[config.mk]
export PLATFORM = sky130hd
export DESIGN_NAME = up_dn_cmd_gen_flat
export DESIGN_NICKNAME = d
export VERILOG_FILES = /design/src/rtl/up_dn_cmd_gen_pkg.sv /design/src/rtl/up_dn_cmd_gen_if.sv /design/src/rtl/up_dn_cmd_gen_btn_cond.sv /design/src/rtl/up_dn_cmd_gen.sv /design/src/flat_wrapper.sv
export SDC_FILE = /design/constraint.sdc
export NUM_CORES = 1
export LEC_CHECK = 0
export ABC_CLOCK_PERIOD_IN_PS = 1450
export CAP_MARGIN = 10
export CORE_UTILIZATION = 30
export DETAILED_ROUTE_END_ITERATION = 10
export GPL_TIMING_DRIVEN = 0
export PLACE_DENSITY = 0.46
export SLEW_MARGIN = 40
export SYNTH_ARGS = -nofsm -noshare
export SYNTH_HDL_FRONTEND = slang
export SYNTH_SLANG_ARGS = --single-unit
export TNS_END_PERCENT = 5
[constraint.sdc]
create_clock -name CLK -period 1.45 [get_ports CLK]
set_clock_uncertainty 0.2 [all_clocks]
set_input_delay 0.29 -clock CLK [delete_from_list [all_inputs] [get_ports CLK]]
set_output_delay 0.29 -clock CLK [all_outputs]
set_load 0.03 [all_outputs]
[src/rtl/up_dn_cmd_gen_pkg.sv]
// Shared constants and command encoding for the up/down counter command stage.
package up_dn_pkg;

   localparam int CNT_W               = 5;
   localparam int DEF_DEBOUNCE_CYCLES = 16;
   localparam int DEF_REPEAT_DELAY    = 64;
   localparam int DEF_REPEAT_PERIOD   = 16;

   typedef enum logic [1:0] {
      CMD_NONE,
      CMD_UP,
      CMD_DN,
      CMD_LD
   } cmd_t;

   function automatic int max2(input int a, input int b);
      return (a > b) ? a : b;
   endfunction

endpackage

[src/rtl/up_dn_cmd_gen_if.sv]
// Raw buttons/switches in, conditioned counter commands out.
interface up_dn_cmd_gen_if #(
   parameter int WIDTH = up_dn_pkg::CNT_W
);
   logic             BTN_UP;
   logic             BTN_DN;
   logic             BTN_LD;
   logic [WIDTH-1:0] SW;
   logic             Up;
   logic             Down;
   logic             Load;
   logic [WIDTH-1:0] IN;

   modport master (
      output BTN_UP, BTN_DN, BTN_LD, SW,
      input  Up, Down, Load, IN
   );

   modport slave (
      input  BTN_UP, BTN_DN, BTN_LD, SW,
      output Up, Down, Load, IN
   );
endinterface

[src/rtl/up_dn_cmd_gen_btn_cond.sv]
// One button: 2-flop sync, debounce, press detect and optional auto-repeat.
// req_o is combinational from registered state; the top registers the arbitrated strobe.
module btn_cond
   import up_dn_pkg::*;
#(
   parameter int DEBOUNCE_CYCLES = DEF_DEBOUNCE_CYCLES,
   parameter int REPEAT_DELAY    = DEF_REPEAT_DELAY,
   parameter int REPEAT_PERIOD   = DEF_REPEAT_PERIOD,
   parameter bit REPEAT_EN       = 1'b1
) (
   input  logic clk_i,
   input  logic rst_i,
   input  logic btn_i,
   output logic req_o
);
   localparam int DB_W = $clog2(DEBOUNCE_CYCLES);
   localparam int RC_W = $clog2(max2(REPEAT_DELAY, REPEAT_PERIOD) + 1);
   localparam logic [DB_W-1:0] DB_LAST   = DB_W'(DEBOUNCE_CYCLES - 1);
   localparam logic [RC_W-1:0] RC_DELAY  = RC_W'(REPEAT_DELAY);
   localparam logic [RC_W-1:0] RC_PERIOD = RC_W'(REPEAT_PERIOD);
   localparam logic [RC_W-1:0] RC_MAX    = {RC_W{1'b1}};

   logic            s1_q, s2_q;
   logic            db_q, db_d, db_prev_q;
   logic            rep_q, rep_d;
   logic [DB_W-1:0] cnt_q, cnt_d;
   logic [RC_W-1:0] rcnt_q, rcnt_d;
   logic            press, rep_hit;

   always_comb begin
      db_d  = db_q;
      cnt_d = '0;
      if (s2_q != db_q) begin
         if (cnt_q == DB_LAST) db_d = s2_q;
         else                  cnt_d = cnt_q + 1'b1;
      end
   end

   assign press   = db_q & ~db_prev_q;
   // rep_q selects the initial delay vs. the steady repeat period
   assign rep_hit = REPEAT_EN && db_q && (rcnt_q == (rep_q ? RC_PERIOD : RC_DELAY));
   assign req_o   = press | rep_hit;

   always_comb begin
      rcnt_d = '0;
      rep_d  = 1'b0;
      if (REPEAT_EN && db_q) begin
         if (rep_hit) begin
            rcnt_d = RC_W'(1);
            rep_d  = 1'b1;
         end else begin
            rcnt_d = (rcnt_q == RC_MAX) ? rcnt_q : rcnt_q + 1'b1;
            rep_d  = rep_q;
         end
      end
   end

   always_ff @(posedge clk_i) begin
      if (rst_i) begin
         s1_q      <= 1'b0;
         s2_q      <= 1'b0;
         db_q      <= 1'b0;
         db_prev_q <= 1'b0;
         cnt_q     <= '0;
         rcnt_q    <= '0;
         rep_q     <= 1'b0;
      end else begin
         s1_q      <= btn_i;
         s2_q      <= s1_q;
         db_q      <= db_d;
         db_prev_q <= db_q;
         cnt_q     <= cnt_d;
         rcnt_q    <= rcnt_d;
         rep_q     <= rep_d;
      end
   end

endmodule

[src/rtl/up_dn_cmd_gen.sv]
// Command stage: conditions three buttons and a switch bank into exclusive Up/Down/Load strobes
// with a registered load value; fixed priority Load > Down > Up, losers are dropped.
module up_dn_cmd_gen
   import up_dn_pkg::*;
#(
   parameter int WIDTH           = CNT_W,
   parameter int DEBOUNCE_CYCLES = DEF_DEBOUNCE_CYCLES,
   parameter int REPEAT_DELAY    = DEF_REPEAT_DELAY,
   parameter int REPEAT_PERIOD   = DEF_REPEAT_PERIOD
) (
   input logic            CLK,
   input logic            RST,
   up_dn_cmd_gen_if.slave bus
);
   logic             up_req, dn_req, ld_req;
   logic [WIDTH-1:0] sw_s1_q, sw_s2_q;
   logic [WIDTH-1:0] in_q, in_d;
   logic             up_q, dn_q, ld_q;
   cmd_t             cmd_d;

   btn_cond #(.DEBOUNCE_CYCLES(DEBOUNCE_CYCLES), .REPEAT_DELAY(REPEAT_DELAY),
              .REPEAT_PERIOD(REPEAT_PERIOD), .REPEAT_EN(1'b1))
      u_up (.clk_i(CLK), .rst_i(RST), .btn_i(bus.BTN_UP), .req_o(up_req));

   btn_cond #(.DEBOUNCE_CYCLES(DEBOUNCE_CYCLES), .REPEAT_DELAY(REPEAT_DELAY),
              .REPEAT_PERIOD(REPEAT_PERIOD), .REPEAT_EN(1'b1))
      u_dn (.clk_i(CLK), .rst_i(RST), .btn_i(bus.BTN_DN), .req_o(dn_req));

   btn_cond #(.DEBOUNCE_CYCLES(DEBOUNCE_CYCLES), .REPEAT_DELAY(REPEAT_DELAY),
              .REPEAT_PERIOD(REPEAT_PERIOD), .REPEAT_EN(1'b0))
      u_ld (.clk_i(CLK), .rst_i(RST), .btn_i(bus.BTN_LD), .req_o(ld_req));

   always_comb begin
      cmd_d = CMD_NONE;
      if      (ld_req) cmd_d = CMD_LD;
      else if (dn_req) cmd_d = CMD_DN;
      else if (up_req) cmd_d = CMD_UP;
   end

   assign in_d = (cmd_d == CMD_LD) ? sw_s2_q : in_q;

   always_ff @(posedge CLK) begin
      if (RST) begin
         sw_s1_q <= '0;
         sw_s2_q <= '0;
         in_q    <= '0;
         up_q    <= 1'b0;
         dn_q    <= 1'b0;
         ld_q    <= 1'b0;
      end else begin
         sw_s1_q <= bus.SW;
         sw_s2_q <= sw_s1_q;
         in_q    <= in_d;
         up_q    <= (cmd_d == CMD_UP);
         dn_q    <= (cmd_d == CMD_DN);
         ld_q    <= (cmd_d == CMD_LD);
      end
   end

   assign bus.Up   = up_q;
   assign bus.Down = dn_q;
   assign bus.Load = ld_q;
   assign bus.IN   = in_q;

endmodule
[src/flat_wrapper.sv]
// flat-port wrapper written by rule: the top's interface ports become plain ports
module up_dn_cmd_gen_flat import up_dn_pkg::*;
#(
   parameter int WIDTH           = CNT_W,
   parameter int DEBOUNCE_CYCLES = DEF_DEBOUNCE_CYCLES,
   parameter int REPEAT_DELAY    = DEF_REPEAT_DELAY,
   parameter int REPEAT_PERIOD   = DEF_REPEAT_PERIOD
)
  (CLK, RST, bus_BTN_UP, bus_BTN_DN, bus_BTN_LD, bus_SW, bus_Up, bus_Down, bus_Load, bus_IN);
  up_dn_cmd_gen_if #(.WIDTH(WIDTH)) bus_i ();
  input logic CLK;
  input logic RST;
  input wire logic [$bits(bus_i.BTN_UP)-1:0] bus_BTN_UP;
  input wire logic [$bits(bus_i.BTN_DN)-1:0] bus_BTN_DN;
  input wire logic [$bits(bus_i.BTN_LD)-1:0] bus_BTN_LD;
  input wire logic [$bits(bus_i.SW)-1:0] bus_SW;
  output wire logic [$bits(bus_i.Up)-1:0] bus_Up;
  output wire logic [$bits(bus_i.Down)-1:0] bus_Down;
  output wire logic [$bits(bus_i.Load)-1:0] bus_Load;
  output wire logic [$bits(bus_i.IN)-1:0] bus_IN;
  assign bus_i.BTN_UP = bus_BTN_UP;
  assign bus_i.BTN_DN = bus_BTN_DN;
  assign bus_i.BTN_LD = bus_BTN_LD;
  assign bus_i.SW = bus_SW;
  assign bus_Up = bus_i.Up;
  assign bus_Down = bus_i.Down;
  assign bus_Load = bus_i.Load;
  assign bus_IN = bus_i.IN;
  up_dn_cmd_gen #(.WIDTH(WIDTH), .DEBOUNCE_CYCLES(DEBOUNCE_CYCLES), .REPEAT_DELAY(REPEAT_DELAY), .REPEAT_PERIOD(REPEAT_PERIOD)) u_core (.CLK(CLK), .RST(RST), .bus(bus_i));
endmodule
== Yosys cells after proc, flatten, opt, wreduce, memory -nomap -nowiden ==
Index checks and enable logic that the tools add are counted.
Cells by class
  reductions and logical operators: 12
  add/sub/neg operators: 5
  divide/modulo/power cells: 0
  eq/ne operators: 15
  shifts and indexed selects: 0
  magnitude comparators: 0
  muxes and demuxes: 9
  bitwise gates (word level): 13
  $mul: 0
Operators by type and width (count)
  $reduce_or A3 Y1: 5
  $add A7 B1 Y7 const B: 2
  $eq A7 B7 Y1: 2
  $eq A7 B7 Y1 const B: 2
  $mux W7: 2
  $add A4 B1 Y4 const B: 3
  $eq A4 B4 Y1 const B: 3
  $not A1 Y1: 8
  $reduce_and A2 Y1: 3
  $mux W1: 5
  $eq A2 B2 Y1 const B: 2
  $mux W2: 2
  $ne A2 B2 Y1 const B: 2
  $reduce_or A2 Y1: 2
  $and A1 B1 Y1: 3
  $ne A1 B1 Y1: 3
  $eq A2 B1 Y1 const B: 1
  $logic_and A1 B1 Y1: 2
  $or A1 B1 Y1: 2
Storage, ports and cells
  memory bits (writable): 0
  bits in latches: 0
  output and inout bits: 8
  logic and storage cells: 81
  bits of input ports: 10
  register bits: 58
  memories: 0
  memory bits (read-only): 0

== Depth between registers and ports, before layout ==
  depth in word-level cells: 8
  depth in mapped cells: 5
  depth with buffers taken out: 4

== Modules after synthesis ==
Synthesis repeated with hierarchy kept, for this count alone.
Second synthesis, totals
  cells, all modules: 207
  area total of the unflattened synthesis: 2267.2 µm²
Modules (own cells, without submodules)
  btn_cond (u_core.u_dn ...): cells each 69, sequential area each 320.3 µm², times used 2, area each 708.2 µm²
  up_dn_cmd_gen: cells each 43, sequential area each 360.3 µm², times used 1, area each 566.8 µm²
  btn_cond (u_core.u_ld): cells each 26, sequential area each 160.2 µm², times used 1, area each 284.0 µm²

== Worst setup path before layout ==
Ideal clock, no wire load.
  path kind: register to register
  start: register u_core.u_up.rcnt_q[0]
  end: register u_core.u_up.rcnt_q[3]
  stages on the path, launching flop included: 6
  library setup time: 103 ps
  arrival time: 1249 ps
  setup slack: -103 ps
  cells stage by stage: dfxtp_1 > ha_1 > and3_1 > buf_2 > a21boi_0 > a2111oi_2
Between the ends
  longest elaborated chain between the ends: 3
  elaborated cells on any way between the ends: 5
  those cells by class: add/sub (1); eq/ne (2); reduce/logical (2)
RTL lines
  start, declared: line up_dn_cmd_gen_btn_cond.sv:27  | logic [RC_W-1:0] rcnt_q, rcnt_d;
  start signal, assigned: line up_dn_cmd_gen_btn_cond.sv:73  | rcnt_q <= rcnt_d;
  parallel branches: the longest is 3 deep, another holds $add A7 B1 Y7
Several ways; the timed one is not identified.
A chain may end at the register's enable or synchronous reset.

== Worst setup path after layout ==
  start: register u_core.u_dn.rcnt_q[1]
  end: register u_core.u_dn.rcnt_q[1]
Between the ends
  longest elaborated chain between the ends: 3
  elaborated cells on any way between the ends: 5
  those cells by class: add/sub (1); eq/ne (2); reduce/logical (2)
RTL lines (line)
  start, declared: up_dn_cmd_gen_btn_cond.sv:27
  start signal, assigned: up_dn_cmd_gen_btn_cond.sv:73
  parallel branches: the longest is 3 deep, another holds $add A7 B1 Y7
Several ways; the timed one is not identified.

==> flow_results.xml <==
<?xml version="1.0" encoding="UTF-8"?>
<metrics>
  <group name="status">
    <metric name="outcome" unit="">complete, but fails checks</metric>
    <metric name="failed_checks" unit="">negative setup slack</metric>
  </group>
  <group name="clock_tree">
    <metric name="cts_htree_levels" unit="">3</metric>
    <metric name="tritoncts_num_sinks" unit="">58</metric>
    <metric name="worstSkewPairLatency" unit="ns">0.33</metric>
    <metric name="clock_tree.root_cell" unit="">clkbuf_8</metric>
    <metric name="path_clk_slew" unit="ns">0.06</metric>
    <metric name="total_cts_buffers" unit="">9</metric>
    <metric name="cts_buffer_depth" unit="">2</metric>
    <metric name="tritoncts_clock_tree" unit="">built</metric>
    <metric name="cts_hold_repair_buffers" unit="">0</metric>
  </group>
  <group name="critical_path">
    <metric name="timing.critical_path.required" unit="ns">1.50</metric>
    <metric name="timing_worst_setup_path_type" unit="">flip-flop to flip-flop</metric>
    <metric name="end_kind" unit="">flip-flop</metric>
    <metric name="crit_path_max_fanout" unit="">6</metric>
    <metric name="cp-start-kind" unit="">flip-flop</metric>
    <metric name="worstPathArrival" unit="ns">1.60</metric>
  </group>
  <group name="logic_synthesis">
    <metric name="synth_ff_type" unit="">dfxtp_1</metric>
    <metric name="yosys_warns" unit="">0</metric>
    <metric name="synth_nets" unit="">235</metric>
    <metric name="synth_seq_cells" unit="">58</metric>
    <metric name="async_reset_ff_share" unit="%">0</metric>
    <metric name="synth-seq-area-share" unit="%">51.4</metric>
    <metric name="avgSynthCellArea" unit="sq um">10.4</metric>
    <metric name="synth_edf_count" unit="">0</metric>
    <metric name="syn-cell-area" unit="sq um">2260</metric>
    <metric name="post_synth_inst_count" unit="">218</metric>
    <metric name="synthDistinctLibCells" unit="">42</metric>
  </group>
  <group name="sta">
    <metric name="final_slew_viol_count" unit="">0</metric>
    <metric name="finalWorstSetupSlack" unit="ns">-0.0998</metric>
    <metric name="maxClockFrequency" unit="MHz">645</metric>
    <metric name="layout_min_cycle_time" unit="ns">1.55</metric>
    <metric name="worst_pin_slew" unit="ns">0.430</metric>
    <metric name="slew_headroom" unit="%">71.4</metric>
    <metric name="setup_repair_after_global_routing_missed_its_margin" unit="">true</metric>
    <metric name="min_period_over_period" unit="%">107</metric>
    <metric name="finalHoldViolCount" unit="">0</metric>
    <metric name="setup_viol_count_final" unit="">6</metric>
  </group>
  <group name="final_layout">
    <metric name="count_of_non_filler_cells_in_the_finished_layout" unit="">351</metric>
    <metric name="ant_diodes" unit="">0</metric>
    <metric name="areaGrowthSynthToFinish" unit="%">29.1</metric>
    <metric name="design.final.nets" unit="">264</metric>
    <metric name="final_core_utilization" unit="%">40.2</metric>
    <metric name="layout.filler_cells" unit="">732</metric>
    <metric name="layout-drive-gt1-share" unit="%">30.2</metric>
  </group>
  <group name="drt">
    <metric name="drt_iter0_markers" unit="">43</metric>
    <metric name="drt_pass1_iterations" unit="">4</metric>
    <metric name="detail_route.wirelength" unit="um">4190</metric>
    <metric name="postRouteAntennaNets" unit="">0</metric>
    <metric name="route.detailed.drc" unit="">0</metric>
    <metric name="wl_per_cell" unit="um">11.9</metric>
    <metric name="detailroute.via_count" unit="">1642</metric>
    <metric name="vias_per_cell" unit="">4.68</metric>
  </group>
  <group name="global_routing">
    <metric name="grtUsageTotal" unit="%">12.0</metric>
    <metric name="grt_start_max_net_pins" unit="">11</metric>
    <metric name="global_route_wire_length_before_repair" unit="um">6850</metric>
    <metric name="grt_antenna_before_repair" unit="">0</metric>
    <metric name="first_global_vias" unit="">1469</metric>
    <metric name="grt_remaining_overflow" unit="">0</metric>
  </group>
  <group name="die">
    <metric name="starting_density_of_the_core" unit="%">31.2</metric>
    <metric name="core_area" unit="sq um">7250</metric>
    <metric name="rows" unit="">31</metric>
    <metric name="boundaryPins" unit="">18</metric>
    <metric name="design.die.area" unit="sq um">7880</metric>
    <metric name="die_outline_width" unit="um">88.8</metric>
    <metric name="chipHeight" unit="um">88.8</metric>
  </group>
  <group name="flow_run">
    <metric name="max_cap_viol_count" unit="">0</metric>
  </group>
  <group name="power_and_ir_drop">
    <metric name="totalPowerFinal" unit="uW">3260</metric>
    <metric name="power_density" unit="nW/um^2">1120</metric>
    <metric name="ir_worst_vdd" unit="uV">544</metric>
    <metric name="power_leakage" unit="uW">0.00108</metric>
  </group>
  <group name="placed_design">
    <metric name="gp_routability_congestion" unit="">0.745</metric>
    <metric name="placement.io_buffers" unit="">17</metric>
    <metric name="dpl.hpwl" unit="um">2680</metric>
    <metric name="dp.cells" unit="">334</metric>
  </group>
  <group name="min_path">
    <metric name="hold_class" unit="">flip-flop to flip-flop</metric>
  </group>
</metrics>
[cells in the final DEF, fill, tap and decap left out, types with 3 or more instances in the layout]
cell type	instances
and3_4	3
xnor2_1	6
a21oi_1	4
clkbuf_8	9
dfxtp_4	3
a2111oi_2	3
or3_4	3
nor2_1	24
and3_1	4
nand3_1	7
nand2b_1	3
nor2b_1	19
inv_1	9
dfxtp_1	45
xor2_1	3
ha_2	3
a31oi_1	6
mux2i_1	8
nor4_2	3
dfxtp_2	10
clkdlybuf4s50_1	9
buf_4	4
buf_2	7
nand2_1	3
[area by class of cell]
type,instances,area [sq um],share of cell area (%)
Clock inverter,5,78.8,2.70
Timing Repair Buffer,20,164,5.62
Sequential cell,58,1180,40.6
Clock buffer,11,131,4.50
Buffer,6,45.0,1.54
Tap cell,99,124,4.25
Multi-Input combinational cell,143,1150,39.6
Inverter,9,33.8,1.16
[registers in the layout (all words and copies together) (netlist names), 4 cells and up]
| register | flops |
|---|---|
| u_core.bus.IN | 5 |
| u_core.u_dn.cnt_q | 4 |
| u_core.u_up.cnt_q | 4 |
| u_core.u_up.rcnt_q | 7 |
| u_core.u_dn.rcnt_q | 7 |
| u_core.sw_s1_q | 5 |
| u_core.sw_s2_q | 5 |
| u_core.u_ld.cnt_q | 4 |
[Yosys cell counts, types with 2 or more instances]
library cell | instances | area (sq um)
dfxtp_1 | 58 | 1160
nor2_1 | 24 | 90.1
nor2b_1 | 19 | 119
inv_1 | 9 | 33.8
mux2i_1 | 8 | 80.1
and3_1 | 7 | 43.8
ha_1 | 7 | 87.6
nand3_1 | 7 | 35.0
a31oi_1 | 6 | 37.5
xnor2_1 | 6 | 52.6
clkbuf_1 | 5 | 18.8
nand2b_1 | 5 | 31.3
a21oi_1 | 4 | 20.0
nand2_1 | 4 | 15.0
or3_1 | 4 | 25.0
a2111oi_2 | 3 | 45.0
nor3_1 | 3 | 15.0
xor2_1 | 3 | 26.3
a211oi_1 | 2 | 15.0
a21boi_0 | 2 | 15.0
and3b_1 | 2 | 17.5
and4_1 | 2 | 17.5
buf_2 | 2 | 10.0
nor4_1 | 2 | 12.5
nor4_2 | 2 | 25.0
o211ai_1 | 2 | 15.0
o21a_1 | 2 | 15.0
o21ai_0 | 2 | 10.0
o22ai_1 | 2 | 12.5
o31ai_1 | 2 | 15.0
[metrics by stage]
step                setup WS (ns)  cell area [sq um]  hold WS (ns)  setup TNS [ns]
floorplan                 -0.0234               2280         0.183         -0.0277
global placement           -0.657               2570         0.203          -25.68
detailed placement         -0.645               2570         0.201          -24.98
CTS                        -0.108               2830         0.217          -0.452
global route               -0.185               2920         0.227          -0.816
finish                    -0.0998               2920         0.214          -0.320
[kinds of logic after synthesis]
group,count (synthesis),share of synthesized area (%)
AOI/OAI and AO/OA,33,12.4
xor gates and xnor gates,9,3.49
adders and majority gates,7,3.88
buffers and inverters,17,3.27
DFF,58,51.4
muxes,8,3.54
and+or+nand+nor,86,22.0
[metal layers]
layer	GRT usage, %	vias up	part of all wire [%]
li1	-	831	-
met1	14.4	778	47
met2	18.1	29	48
met3	6.16	4	4.8
met4	4.84	0	1.0
met5	0	-	0
[repair_timing]
action | CTS | global route
endpoints found under the setup margin | 59 | 32
cloned | 0 | 0
pin swaps | 7 | 6
gates resized for setup | 59 | 22
setup buffers | 0 | 3
endpoints found under the hold margin | 0 | 0
[where the power goes]
group	internal [uW]	switching, uW	total, uW
Combinational	44.0	25.8	69.7
Clock	965	611	1580
Sequential	1610	7.25	1620
Total	2620	644	3260
[worst paths after layout]
path / endpoint / cells after the start / slack [ns] / start
setup reg to reg: u_core.u_dn.rcnt_q[1] / 4 / -0.1 / u_core.u_dn.rcnt_q[1]
setup / recovery: u_core.u_dn.rcnt_q[1] / 4 / -0.1 / u_core.u_dn.rcnt_q[1]
hold / removal: u_core.bus.Load / 1 / 0.21 / u_core.u_ld.db_prev_q
hold reg to reg: u_core.bus.Load / 1 / 0.21 / u_core.u_ld.db_prev_q
[critical path: stages (launching register included)]
cell	delay (ns)
dfxtp_2	0.36
ha_4	0.17
nand4_1	0.18
or3_1	0.38
a211oi_2	0.18
Power figures use the tool's default switching activity.
==> patch (same settings) <==
`REPEAT_EN` is set to 1'b1 in 3 places; all go to 1'b0.
--- a/src/rtl/up_dn_cmd_gen_btn_cond.sv
+++ b/src/rtl/up_dn_cmd_gen_btn_cond.sv
@@ -8,3 +8,3 @@
    parameter int REPEAT_PERIOD   = DEF_REPEAT_PERIOD,
-   parameter bit REPEAT_EN       = 1'b1
+   parameter bit REPEAT_EN       = 1'b0
 ) (
--- a/src/rtl/up_dn_cmd_gen.sv
+++ b/src/rtl/up_dn_cmd_gen.sv
@@ -21,3 +21,3 @@
    btn_cond #(.DEBOUNCE_CYCLES(DEBOUNCE_CYCLES), .REPEAT_DELAY(REPEAT_DELAY),
-              .REPEAT_PERIOD(REPEAT_PERIOD), .REPEAT_EN(1'b1))
+              .REPEAT_PERIOD(REPEAT_PERIOD), .REPEAT_EN(1'b0))
       u_up (.clk_i(CLK), .rst_i(RST), .btn_i(bus.BTN_UP), .req_o(up_req));
@@ -25,3 +25,3 @@
    btn_cond #(.DEBOUNCE_CYCLES(DEBOUNCE_CYCLES), .REPEAT_DELAY(REPEAT_DELAY),
-              .REPEAT_PERIOD(REPEAT_PERIOD), .REPEAT_EN(1'b1))
+              .REPEAT_PERIOD(REPEAT_PERIOD), .REPEAT_EN(1'b0))
       u_dn (.clk_i(CLK), .rst_i(RST), .btn_i(bus.BTN_DN), .req_o(dn_req));
Function: no difference found for any inputs over 10 cycles, from zero or initial values and one cycle with RST high; that may be too few to reach the edited logic, so the function may still have changed.
==> patch against the original RTL <==
- total power fell by 39%
- sequential cell count fell by 16
- die area fell by 38%
- setup slack improved by 120 ps
- sequential power fell by 27%
- synthesized area fell by 39%
- clock power fell by 53%
- wire length fell by 53%
- final area fell by 41%
- critical endpoint is now bus_IN[2]
==> patch: results <==
set metrics [dict create \
    insertion_delay_ps 280 \
    hold_start "u_core.u_dn.cnt_q[0]$_SDFF_PP0_" \
    nets 160 \
    grt_max_degree 13 \
    synthAdderAreaFrac 0.0273 \
    netlist_top_cells_area "dfxtp_1 61%, nor2b_1 9.6%, mux2i_1 5.8%" \
    via_count 826 \
    grt_pass1_vias 810 \
    synth.net_count 136 \
    synth.top_cell.area_share 0.612 \
    holdPathEnd "u_core.u_dn.cnt_q[0]$_SDFF_PP0_" \
    regToRegEndpoint "u_core.u_dn.cnt_q[2]$_SDFF_PP0_" \
    crit_arrival_ps 940 \
    first_pass_iters 2 \
    yosys-top-cells-count "42 x dfxtp_1, 21 x nor2b_1, 19 x nor2_1" \
    synth_compound_area_frac 0 \
    htreeDepth 2 \
    cpPeakStageDelay_ps 350 \
    place.gp.congestion 0.623 \
    first_iter_violations 26 \
    layout.cells.non_filler 200 \
    synth_cells 123 \
    p_leak_uw 0.000664 \
    dpl.hpwl_um 1350 \
    r2r-start "u_core.u_dn.cnt_q[0]$_SDFF_PP0_" \
    status "completed" \
    synth_xor_xnor_area_share 0.0574 \
    ff2ff_setup_slack_ps 30 \
    cts-buffers-inserted 5 \
    fillers 440 \
    ir_worst_vdd_uv 686 \
    crit_fanout 2 \
]
==> patch: changes by cell type in the layout (fill, tap and decap cells not counted), sizes merged, moves of 4 or more <==
cell,before,now
a2111oi,4,0
a21oi,4,0
a31oi,6,0
and3,7,2
buf,13,4
clkbuf,13,9
clkdlybuf4s15,1,6
dfxtp,58,42
ha,7,3
inv,9,3
nand2,4,0
nand2b,5,0
nor2,24,19
nor4,4,0
==> patch: kinds of logic after synthesis <==
family,Yosys count
xor+xnor,9
fa+ha+maj,3
flops,42
buf+inv,7
mux,8
simple gates,54
==> patch: layer usage <==
layer / vias to the layer above / wire [µm] / GRT usage / share of wire
met5: - / 0 / 0 / 0
met4: 0 / 18 / 0.0533 / 0.0091
met3: 2 / 79 / 0.0320 / 0.040
met2: 16 / 941 / 0.153 / 0.47
met1: 372 / 945 / 0.0989 / 0.48
li1: 436 / - / - / -
==> patch: worst max-delay path by stage <==
stage | startpoint | cells past startpoint | slack [ps] | to
2_1_floorplan | u_core.u_up.cnt_q[0]$_SDFF_PP0_ | 4 | 60 | u_core.u_up.cnt_q[2]$_SDFF_PP0_
3_3_place_gp | RST | 4 | -450 | u_core.u_ld.cnt_q[3]$_SDFF_PP0_
3_5_place_dp | RST | 4 | -470 | u_core.u_ld.cnt_q[3]$_SDFF_PP0_
4_1_cts | RST | 4 | -0.1 | u_core.u_ld.cnt_q[3]$_SDFF_PP0_
5_1_grt | u_core.u_dn.cnt_q[0]$_SDFF_PP0_ | 4 | -5 | u_core.u_dn.cnt_q[3]$_SDFF_PP0_
6_report | u_core.bus.IN[2]$_SDFFE_PP0P_ | 1 | 20 | bus_IN[2]
==> patch: through the flow <==
step / setup WS, ps / area, µm² / hold WS (ps) / setup TNS, ps
after floorplan: 60.5 / 1370 / 169 / 0
after global placement: -445 / 1610 / 205 / -11900
after detailed placement: -466 / 1610 / 215 / -12580
after CTS: -0.109 / 1720 / 226 / -0.109
after global routing: -5.41 / 1710 / 239 / -5.41
final: 24.5 / 1710 / 220 / 0
==> patch: power breakdown <==
group          switching (µW)  internal [µW]  leakage, µW
combinational            25.7           41.0     0.000273
sequential               6.94           1180     0.000343
clock                     358            384    0.0000482
==> patch: layout make-up <==
cell class / instances / area share
buffer: 4 / 0.0132
clock buffer: 7 / 0.0504
clock inverter: 1 / 0.00292
inverter: 3 / 0.00658
multi-input combinational: 74 / 0.298
sequential: 42 / 0.493
tap: 52 / 0.0380
timing repair buffer: 17 / 0.0980
==> patch: what timing repair did <==
action / in CTS / in global routing
buffers inserted: 0 / 0
pin swaps: 0 / 0
gates resized for setup: 30 / 8
endpoints found under the hold margin: 0 / 0
setup endpoints to repair: 38 / 8
